## src/rtl/lcd_forward_rct_if.sv

```systemverilog
// Pixel stream interface for the forward RCT encoder: RGB pixels in, Y/Cb/Cr pairs out.
// The master drives the pixel side and the sink ready. The slave (the encoder) drives the pair side.
interface lcd_forward_rct_if #(
    parameter int IMG_PIX_W  = 8,
    parameter int WAVE_PIX_W = 10
);
    logic                         in_valid;
    logic                         in_ready;
    logic                         in_last;
    logic [IMG_PIX_W-1:0]         r;
    logic [IMG_PIX_W-1:0]         g;
    logic [IMG_PIX_W-1:0]         b;
    logic                         out_valid;
    logic                         out_ready;
    logic signed [WAVE_PIX_W-1:0] y0;
    logic signed [WAVE_PIX_W-1:0] cb0;
    logic signed [WAVE_PIX_W-1:0] cr0;
    logic signed [WAVE_PIX_W-1:0] y1;
    logic signed [WAVE_PIX_W-1:0] cb1;
    logic signed [WAVE_PIX_W-1:0] cr1;
    logic                         out_last;
    logic                         out_pad;

    modport master (
        output in_valid, in_last, r, g, b, out_ready,
        input  in_ready, out_valid, y0, cb0, cr0, y1, cb1, cr1, out_last, out_pad
    );

    modport slave (
        input  in_valid, in_last, r, g, b, out_ready,
        output in_ready, out_valid, y0, cb0, cr0, y1, cb1, cr1, out_last, out_pad
    );
endinterface

```

## src/rtl/lcd_forward_rct.sv

```systemverilog
// Forward reversible colour transform: converts RGB pixels to Y/Cb/Cr and pairs them for the frame buffer.
// Handshake: a beat moves when valid && ready. in_ready = !out_valid || out_ready, and it never looks at in_valid.
module lcd_forward_rct #(
    parameter int IMG_PIX_W  = 8,
    parameter int WAVE_PIX_W = 10
) (
    input  logic              clk,
    input  logic              rst_n,
    lcd_forward_rct_if.slave  bus,
    output logic              dbg_state
);
    typedef enum logic {EVEN = 1'b0, ODD = 1'b1} state_t;

    localparam int SW = WAVE_PIX_W + 1;

    state_t                  state_q, state_d;
    logic [SW-1:0]           sum;
    logic [WAVE_PIX_W-1:0]   cur_y, cur_cb, cur_cr;
    logic [WAVE_PIX_W-1:0]   hold_y, hold_cb, hold_cr;
    logic [WAVE_PIX_W-1:0]   p0_y, p0_cb, p0_cr;
    logic [WAVE_PIX_W-1:0]   y0_q, cb0_q, cr0_q, y1_q, cb1_q, cr1_q;
    logic                    out_valid_q, out_last_q, out_pad_q;
    logic                    in_xfer, out_xfer, hold_load, pair_load, pair_pad;

    // The sum is one bit wider than the samples so the carry survives the shift.
    assign sum    = SW'(bus.r) + (SW'(bus.g) << 1) + SW'(bus.b);
    assign cur_y  = WAVE_PIX_W'(sum >> 2);
    assign cur_cb = WAVE_PIX_W'(bus.b) - WAVE_PIX_W'(bus.g);
    assign cur_cr = WAVE_PIX_W'(bus.r) - WAVE_PIX_W'(bus.g);

    assign bus.in_ready = !out_valid_q || bus.out_ready;
    assign in_xfer      = bus.in_valid && bus.in_ready;
    assign out_xfer     = out_valid_q && bus.out_ready;
    assign dbg_state    = state_q;

    always_ff @(posedge clk or negedge rst_n) begin
        if (!rst_n) state_q <= EVEN;
        else        state_q <= state_d;
    end

    always_comb begin
        state_d   = state_q;
        hold_load = 1'b0;
        pair_load = 1'b0;
        pair_pad  = 1'b0;
        p0_y      = cur_y;
        p0_cb     = cur_cb;
        p0_cr     = cur_cr;
        if (in_xfer) begin
            case (state_q)
                EVEN: begin
                    if (bus.in_last) begin
                        // Odd-length line: the lone pixel is duplicated into both slots.
                        pair_load = 1'b1;
                        pair_pad  = 1'b1;
                    end else begin
                        hold_load = 1'b1;
                        state_d   = ODD;
                    end
                end
                ODD: begin
                    pair_load = 1'b1;
                    p0_y      = hold_y;
                    p0_cb     = hold_cb;
                    p0_cr     = hold_cr;
                    state_d   = EVEN;
                end
                default: state_d = EVEN;
            endcase
        end
    end

    always_ff @(posedge clk or negedge rst_n) begin
        if (!rst_n) begin
            hold_y  <= '0;
            hold_cb <= '0;
            hold_cr <= '0;
        end else if (hold_load) begin
            hold_y  <= cur_y;
            hold_cb <= cur_cb;
            hold_cr <= cur_cr;
        end
    end

    // A new pair may load in the same cycle the old one leaves, so the sink sees one pair per two pixels.
    always_ff @(posedge clk or negedge rst_n) begin
        if (!rst_n) begin
            out_valid_q <= 1'b0;
            out_last_q  <= 1'b0;
            out_pad_q   <= 1'b0;
            y0_q        <= '0;
            cb0_q       <= '0;
            cr0_q       <= '0;
            y1_q        <= '0;
            cb1_q       <= '0;
            cr1_q       <= '0;
        end else if (pair_load) begin
            out_valid_q <= 1'b1;
            out_last_q  <= bus.in_last;
            out_pad_q   <= pair_pad;
            y0_q        <= p0_y;
            cb0_q       <= p0_cb;
            cr0_q       <= p0_cr;
            y1_q        <= cur_y;
            cb1_q       <= cur_cb;
            cr1_q       <= cur_cr;
        end else if (out_xfer) begin
            out_valid_q <= 1'b0;
            out_last_q  <= 1'b0;
            out_pad_q   <= 1'b0;
            y0_q        <= '0;
            cb0_q       <= '0;
            cr0_q       <= '0;
            y1_q        <= '0;
            cb1_q       <= '0;
            cr1_q       <= '0;
        end
    end

    assign bus.out_valid = out_valid_q;
    assign bus.out_last  = out_last_q;
    assign bus.out_pad   = out_pad_q;
    assign bus.y0        = y0_q;
    assign bus.cb0       = cb0_q;
    assign bus.cr0       = cr0_q;
    assign bus.y1        = y1_q;
    assign bus.cb1       = cb1_q;
    assign bus.cr1       = cr1_q;
endmodule
```

## src/flat_wrapper.sv

```systemverilog
// flat-port wrapper written by rule: the top's interface ports become plain ports
module lcd_forward_rct_flat 
#(
    parameter int IMG_PIX_W  = 8,
    parameter int WAVE_PIX_W = 10
)
  (clk, rst_n, dbg_state, bus_in_valid, bus_in_last, bus_r, bus_g, bus_b, bus_out_ready, bus_in_ready, bus_out_valid, bus_y0, bus_cb0, bus_cr0, bus_y1, bus_cb1, bus_cr1, bus_out_last, bus_out_pad);
  lcd_forward_rct_if #(.IMG_PIX_W(IMG_PIX_W), .WAVE_PIX_W(WAVE_PIX_W)) bus_i ();
  input  logic clk;
  input  logic rst_n;
  output logic dbg_state;
  input wire logic [$bits(bus_i.in_valid)-1:0] bus_in_valid;
  input wire logic [$bits(bus_i.in_last)-1:0] bus_in_last;
  input wire logic [$bits(bus_i.r)-1:0] bus_r;
  input wire logic [$bits(bus_i.g)-1:0] bus_g;
  input wire logic [$bits(bus_i.b)-1:0] bus_b;
  input wire logic [$bits(bus_i.out_ready)-1:0] bus_out_ready;
  output wire logic [$bits(bus_i.in_ready)-1:0] bus_in_ready;
  output wire logic [$bits(bus_i.out_valid)-1:0] bus_out_valid;
  output wire logic [$bits(bus_i.y0)-1:0] bus_y0;
  output wire logic [$bits(bus_i.cb0)-1:0] bus_cb0;
  output wire logic [$bits(bus_i.cr0)-1:0] bus_cr0;
  output wire logic [$bits(bus_i.y1)-1:0] bus_y1;
  output wire logic [$bits(bus_i.cb1)-1:0] bus_cb1;
  output wire logic [$bits(bus_i.cr1)-1:0] bus_cr1;
  output wire logic [$bits(bus_i.out_last)-1:0] bus_out_last;
  output wire logic [$bits(bus_i.out_pad)-1:0] bus_out_pad;
  assign bus_i.in_valid = bus_in_valid;
  assign bus_i.in_last = bus_in_last;
  assign bus_i.r = bus_r;
  assign bus_i.g = bus_g;
  assign bus_i.b = bus_b;
  assign bus_i.out_ready = bus_out_ready;
  assign bus_in_ready = bus_i.in_ready;
  assign bus_out_valid = bus_i.out_valid;
  assign bus_y0 = bus_i.y0;
  assign bus_cb0 = bus_i.cb0;
  assign bus_cr0 = bus_i.cr0;
  assign bus_y1 = bus_i.y1;
  assign bus_cb1 = bus_i.cb1;
  assign bus_cr1 = bus_i.cr1;
  assign bus_out_last = bus_i.out_last;
  assign bus_out_pad = bus_i.out_pad;
  lcd_forward_rct #(.IMG_PIX_W(IMG_PIX_W), .WAVE_PIX_W(WAVE_PIX_W)) u_core (.clk(clk), .rst_n(rst_n), .bus(bus_i), .dbg_state(dbg_state));
endmodule
```

## config.mk

```make
export PLATFORM = sky130hd
export DESIGN_NAME = lcd_forward_rct_flat
export DESIGN_NICKNAME = d
export VERILOG_FILES = /design/src/rtl/lcd_forward_rct_if.sv /design/src/rtl/lcd_forward_rct.sv /design/src/flat_wrapper.sv
export SDC_FILE = /design/constraint.sdc
export NUM_CORES = 1
export LEC_CHECK = 0
export CAP_MARGIN = 25
export CORE_MARGIN = 4
export CORE_UTILIZATION = 45
export CTS_CLUSTER_SIZE = 12
export DETAILED_ROUTE_END_ITERATION = 16
export GPL_TIMING_DRIVEN = 1
export PLACE_DENSITY = 0.71
export SLEW_MARGIN = 25
export SYNTH_ARGS = -nofsm -noshare
export SYNTH_HDL_FRONTEND = slang
export SYNTH_SLANG_ARGS = --single-unit
```

## constraint.sdc

```tcl
create_clock -name clk -period 3.8 [get_ports clk]
set_input_delay 0.76 -clock clk [delete_from_list [all_inputs] [get_ports clk]]
set_output_delay 0.76 -clock clk [all_outputs]
set_load 0.1 [all_outputs]
```

# [After elaboration in Yosys (flattened, before gate mapping)]
# Index checks and enable logic that the tools add are counted.
[totals] out_inout_bits=65 regBits=93 input_bits=29 wordCells=49
[classes] n_addsub=4 bitwise=1 muxes=26 n_reduce_logical=5
[ops] cell="2-to-1 mux 10 bit" n=12
[ops] cell="subtractor 8 x 8 -> 9 bit" n=2
[ops] cell="adder 11 x 8 -> 11 bit" n=1
[ops] cell="2-to-1 mux 1 bit" n=11
[ops] cell="adder 8 x 9 -> 10 bit" n=1
[ops] cell="2-to-1 mux 9 bit" n=1
[ops] cell="case mux 1 bit (2 select lines)" n=2
[ops] cell="logical AND 1 bit" n=2
[ops] cell="nonzero test 2 bit" n=1
[ops] cell="zero test 1 bit" n=1
[ops] cell="logical OR 1 bit" n=1
[ops] cell="NOT 1 bit" n=1

# [Depth between registers and ports, before layout]
# Gate-level depths: netlist of run 1.
[depth] ltp_word=5 depth_mapped=12 mapped_depth_nobuf=12

# [Worst setup path after synthesis of run 1]
# No wires, ideal clock.
[synth_timing] path_type="input to register" start="in bus_g[0]" end="reg u_core.hold_y[7]" arrival_ps=3145 setup_ps=130 t_required_ps=3670 setup_slack_ps=526 cell_stages=12 path_buffers=0 path_cell_list="ha_1 > fa_1 > a21o_2 > a21oi_1 > xnor2_1 > ha_1 > o21ai_0 > o21bai_1 > a41o_1 > a21oi_2 > mux2i_1 > o21ai_1"
[synth_between] elab_chain_len=2
[synth_rtl] item="from (decl)" line="flat_wrapper.sv:15" rtl="input wire logic [$bits(bus_i.g)-1:0] bus_g;"
[synth_rtl] item="adder 8 x 9 -> 10 bit" line="lcd_forward_rct.sv:26" rtl="assign sum = SW'(bus.r) + (SW'(bus.g) << 1) + SW'(bus.b);"
[synth_rtl] item="adder 11 x 8 -> 11 bit" line="lcd_forward_rct.sv:26"
[synth_rtl] item="to (signal assigned)" line="lcd_forward_rct.sv:79" rtl="hold_y <= cur_y;"
[synth_rtl] item="to (decl)" line="lcd_forward_rct.sv:19" rtl="logic [WAVE_PIX_W-1:0] hold_y, hold_cb, hold_cr;"
# Every way passes these cells.
# A chain may end at the register's enable or synchronous reset.

# [Worst setup path after layout of run 1]
[layout_timing] start="in bus_r[1]" end="reg u_core.hold_y[7]"
[layout_between] elab_chain_len=2
[layout_rtl] item="from (decl)" line="flat_wrapper.sv:14" rtl="input wire logic [$bits(bus_i.r)-1:0] bus_r;"
[layout_rtl] item="adder 8 x 9 -> 10 bit" line="lcd_forward_rct.sv:26"
[layout_rtl] item="adder 11 x 8 -> 11 bit" line="lcd_forward_rct.sv:26"
# Every way passes these cells.

==> results.tsv, run 1 <==
stage	metric	value	unit
drt	drt-initial-drc-count	213	
logic_synthesis	syn-cell-area	0.004634	mm^2
cells_and_area	drive_gt1_share	10.55	%
logic_synthesis	async_reset_ff_share	100.0	%
clock_network	ctsHoldBuffers	0	
drt	drc	0	
grt	grt_pass1_vias	3720	
drt	wirelength	11.86	mm
setup_path	crit_family	compound AO/OA/AOI/OAI gates	
setup_path	worstPathCellList	clkdlybuf4s50_1 > ha_1 > fa_1 > a21o_2 > a21oi_1 > xnor2_1 > ha_1 > o21ai_0 > o21bai_1 > a41o_1 > a21oi_2 > mux2i_1 > o21ai_1	
sta	final-hold-violation-count	0	
setup_path	reg2reg_setup_slack	1840	ps
pwr	p_total	4.992	mW
logic_synthesis	synth_cell_type_count	52	
sta	fin_skew	13.56	ps
job	max_cap_viol_count	0	
cells_and_area	stdcell_count	683	
sta	period_minus_slack	3532	ps
die	core_area	0.009910	mm^2
clock_network	path_clk_slew	90	ps
sta	worst_pin_slew	993.6	ps
logic_synthesis	yosysTopAreaCell	dfrtp_1	
die	start_util	46.77	%
grt	overflow	0	
grt	grt_util_all_layers	20.65	%
logic_synthesis	seq_area_frac_synth	45.90	%
setup_path	startpoint_type	input pin	
pwr	leakagePower	2.662	nW
logic_synthesis	synth-edff-count	0	
setup_path	critPathBufInv	1	
clock_network	cts_tree	built	
clock_network	clock_sinks	85	
logic_synthesis	yosys_warnings	0	
logic_synthesis	synthFlopType	dfrtp_1	
drt	via_per_inst	5.540	
drt	vias	3784	
setup_path	worstPathRequired	4010	ps
worst_hold_path	holdCritPathClass	input pin to async pin	
cells_and_area	final_cell_mix	clkdlybuf4s50_1 (89), dfrtp_1 (85), nand2_1 (48)	
logic_synthesis	synthTopCellsByArea	dfrtp_1 (46%), ha_1 (8.1%), o21ai_0 (4.8%)	
logic_synthesis	synth_top_area_share	45.90	%
die	rows	36	
sta	slew_violations	0	
pwr	power_density	846.4	mW/mm^2
setup_path	worst_path_max_delay_cell	clkdlybuf4s50_1	
sta	layout_setup_ws	267.8	ps
run_status	status	complete, no violations	
sta	rsz0062_at_grt	no	
die	die_w	109.5	um
grt	grt_pass1_wl	19.08	mm
cells_and_area	final_common_cell	clkdlybuf4s50_1	
cells_and_area	area_growth	27.27	%
setup_path	critPathKind	input pin to register	
sta	setup_viol	0	
setup_path	setup.worst_path.end_class	register	
die	die_height	109.5	um
drt	postRouteAntennaNets	0	
sta	fin_crit_sh	92.95	%
cells_and_area	nets	607	
grt	antenna_found_initial	0	
drt	wl_per_cell	17.36	um
setup_path	crit_path_max_fanout	3	
setup_path	cp.arrival	3750	ps
logic_synthesis	ys_ff_latch	85	
sta	clock.fmax	283.1	MHz
clock_network	post_cts_buffers	0	
placed_design	gp_congestion	0.8726	
placed_design	place_ws	-62.29	ps
placed_design	dp.cells	667	
clock_network	cts_buffer_depth	2	
cells_and_area	antennaDiodeCount	0	
clock_network	cts_root_buffer	clkbuf_8	
clock_network	htree_levels	3	
die	ios	94	
setup_path	cpPeakStageDelay	450	ps
clock_network	cts_buffers	9	
placed_design	hpwl	8.811	mm
setup_path	path_common_cell	ha_1	
logic_synthesis	synthCells	455	
drt	first_pass_iters	5	
placed_design	io_buffers	91	
sta	relSlewSlack	33.55	%
logic_synthesis	syn_avg_cell_area	10.19	um^2
clock_network	cts-resized-gates	0	
pwr	ir_drop	0.6048	mV
die	dieArea	0.01199	mm^2
grt	grt_max_degree	86	
clock_network	insertion_delay	360	ps
-- stage by stage --
| stage | utilization [%] | instance area [um^2] | TNS [ps] | hold WS [ps] |
|---|---|---|---|---|
| 2_1_floorplan | - | 4638 | 0 | 433.1 |
| 3_3_place_gp | 57.49 | 5697 | 0 | 443.1 |
| 3_5_place_dp | 57.49 | 5697 | -212.0 | 454.0 |
| 4_1_cts | 59.48 | 5894 | 0 | 465.3 |
| 5_1_grt | 59.52 | 5898 | 0 | 503.4 |
| 6_report | 59.52 | 5898 | 0 | 441.2 |
-- final timing paths --
check	startpoint	endpoint	cells past startpoint
min in group clk	u_core.hold_y[0]	u_core.bus.y0[0]	2
worst max register to register	u_core.dbg_state	u_core.bus.cb0[7]	7
worst min register to register	u_core.hold_y[0]	u_core.bus.y0[0]	2
worst min-delay path	rst_n	u_core.bus.y0[4]	1
worst max-delay path	bus_r[1]	u_core.hold_y[7]	13
max in group asynchronous	rst_n	u_core.hold_cb[1]	1
-- sequential cells by signal (all words and copies together), names as in the netlist --
| name | count |
|---|---|
| u_core.bus.cb0 | 9 |
| u_core.bus.cr1 | 9 |
| u_core.bus.cb1 | 9 |
| u_core.bus.cr0 | 9 |
| u_core.bus.y0 | 9 |
| u_core.bus.out_valid | 1 |
| u_core.dbg_state | 1 |
| u_core.hold_cr | 9 |
| u_core.bus.out_last | 1 |
| u_core.bus.y1 | 9 |
| u_core.hold_cb | 9 |
| u_core.hold_y | 9 |
| u_core.bus.out_pad | 1 |
-- routing by layer --
metal	track usage (%)	part of all wire [%]	vias up	routed length (um)
met2	33.13	49	101	5781
li1	-	-	1810	-
met3	3.876	5.0	14	587
met4	7.213	1.9	0	227
met1	28.11	44	1859	5260
met5	0	0	-	0
-- synthesized netlist by cell type (all sizes together) (11+ instances only) --
master,number
dfrtp,85
o21ai,59
nand2,48
ha,30
inv,24
nor2,24
buf,19
a22oi,16
a22o,15
a21oi,12
xnor2,12
mux2,11
-- power by group --
part	internal (mW)	switching, mW
clock	0.310	0.341
combinational	0.740	2.18
sequential	1.22	0.198
-- cell type report --
class	count	area, um^2
clock buffers	10	127.6
clock inverters	6	70.07
fillers	858	4011
inverters	24	90.09
multi-input cells	321	2297
flip-flops and latches	85	2127
well taps	133	166.4
repair buffers	104	1020
-- cells by family (layout without fill, tap and decap cells) --
group	count (synthesis)	count (layout)	share of synthesized area, %
AO/OA/AOI/OAI	142	142	21.30
XOR/XNOR	17	17	3.213
adder cells (fa/ha/maj)	33	33	9.395
buffers and inverters	50	144	4.860
flip-flops	85	85	45.90
multiplexers	18	18	4.185
other	1	2	0.08092
AND/OR/NAND/NOR	109	109	11.07
(Power assumes the default switching activity.)
==> inputs of run 2 (changes only) <==
--- a/config.mk
+++ b/config.mk
@@ -5,7 +5,6 @@
 export SDC_FILE = /design/constraint.sdc
 export NUM_CORES = 1
 export LEC_CHECK = 0
-export CAP_MARGIN = 25
 export CORE_MARGIN = 4
 export CORE_UTILIZATION = 45
 export CTS_CLUSTER_SIZE = 12
==> results of run 2 <==
No change in the layout: final DEF, timing and power equal those of run 1.
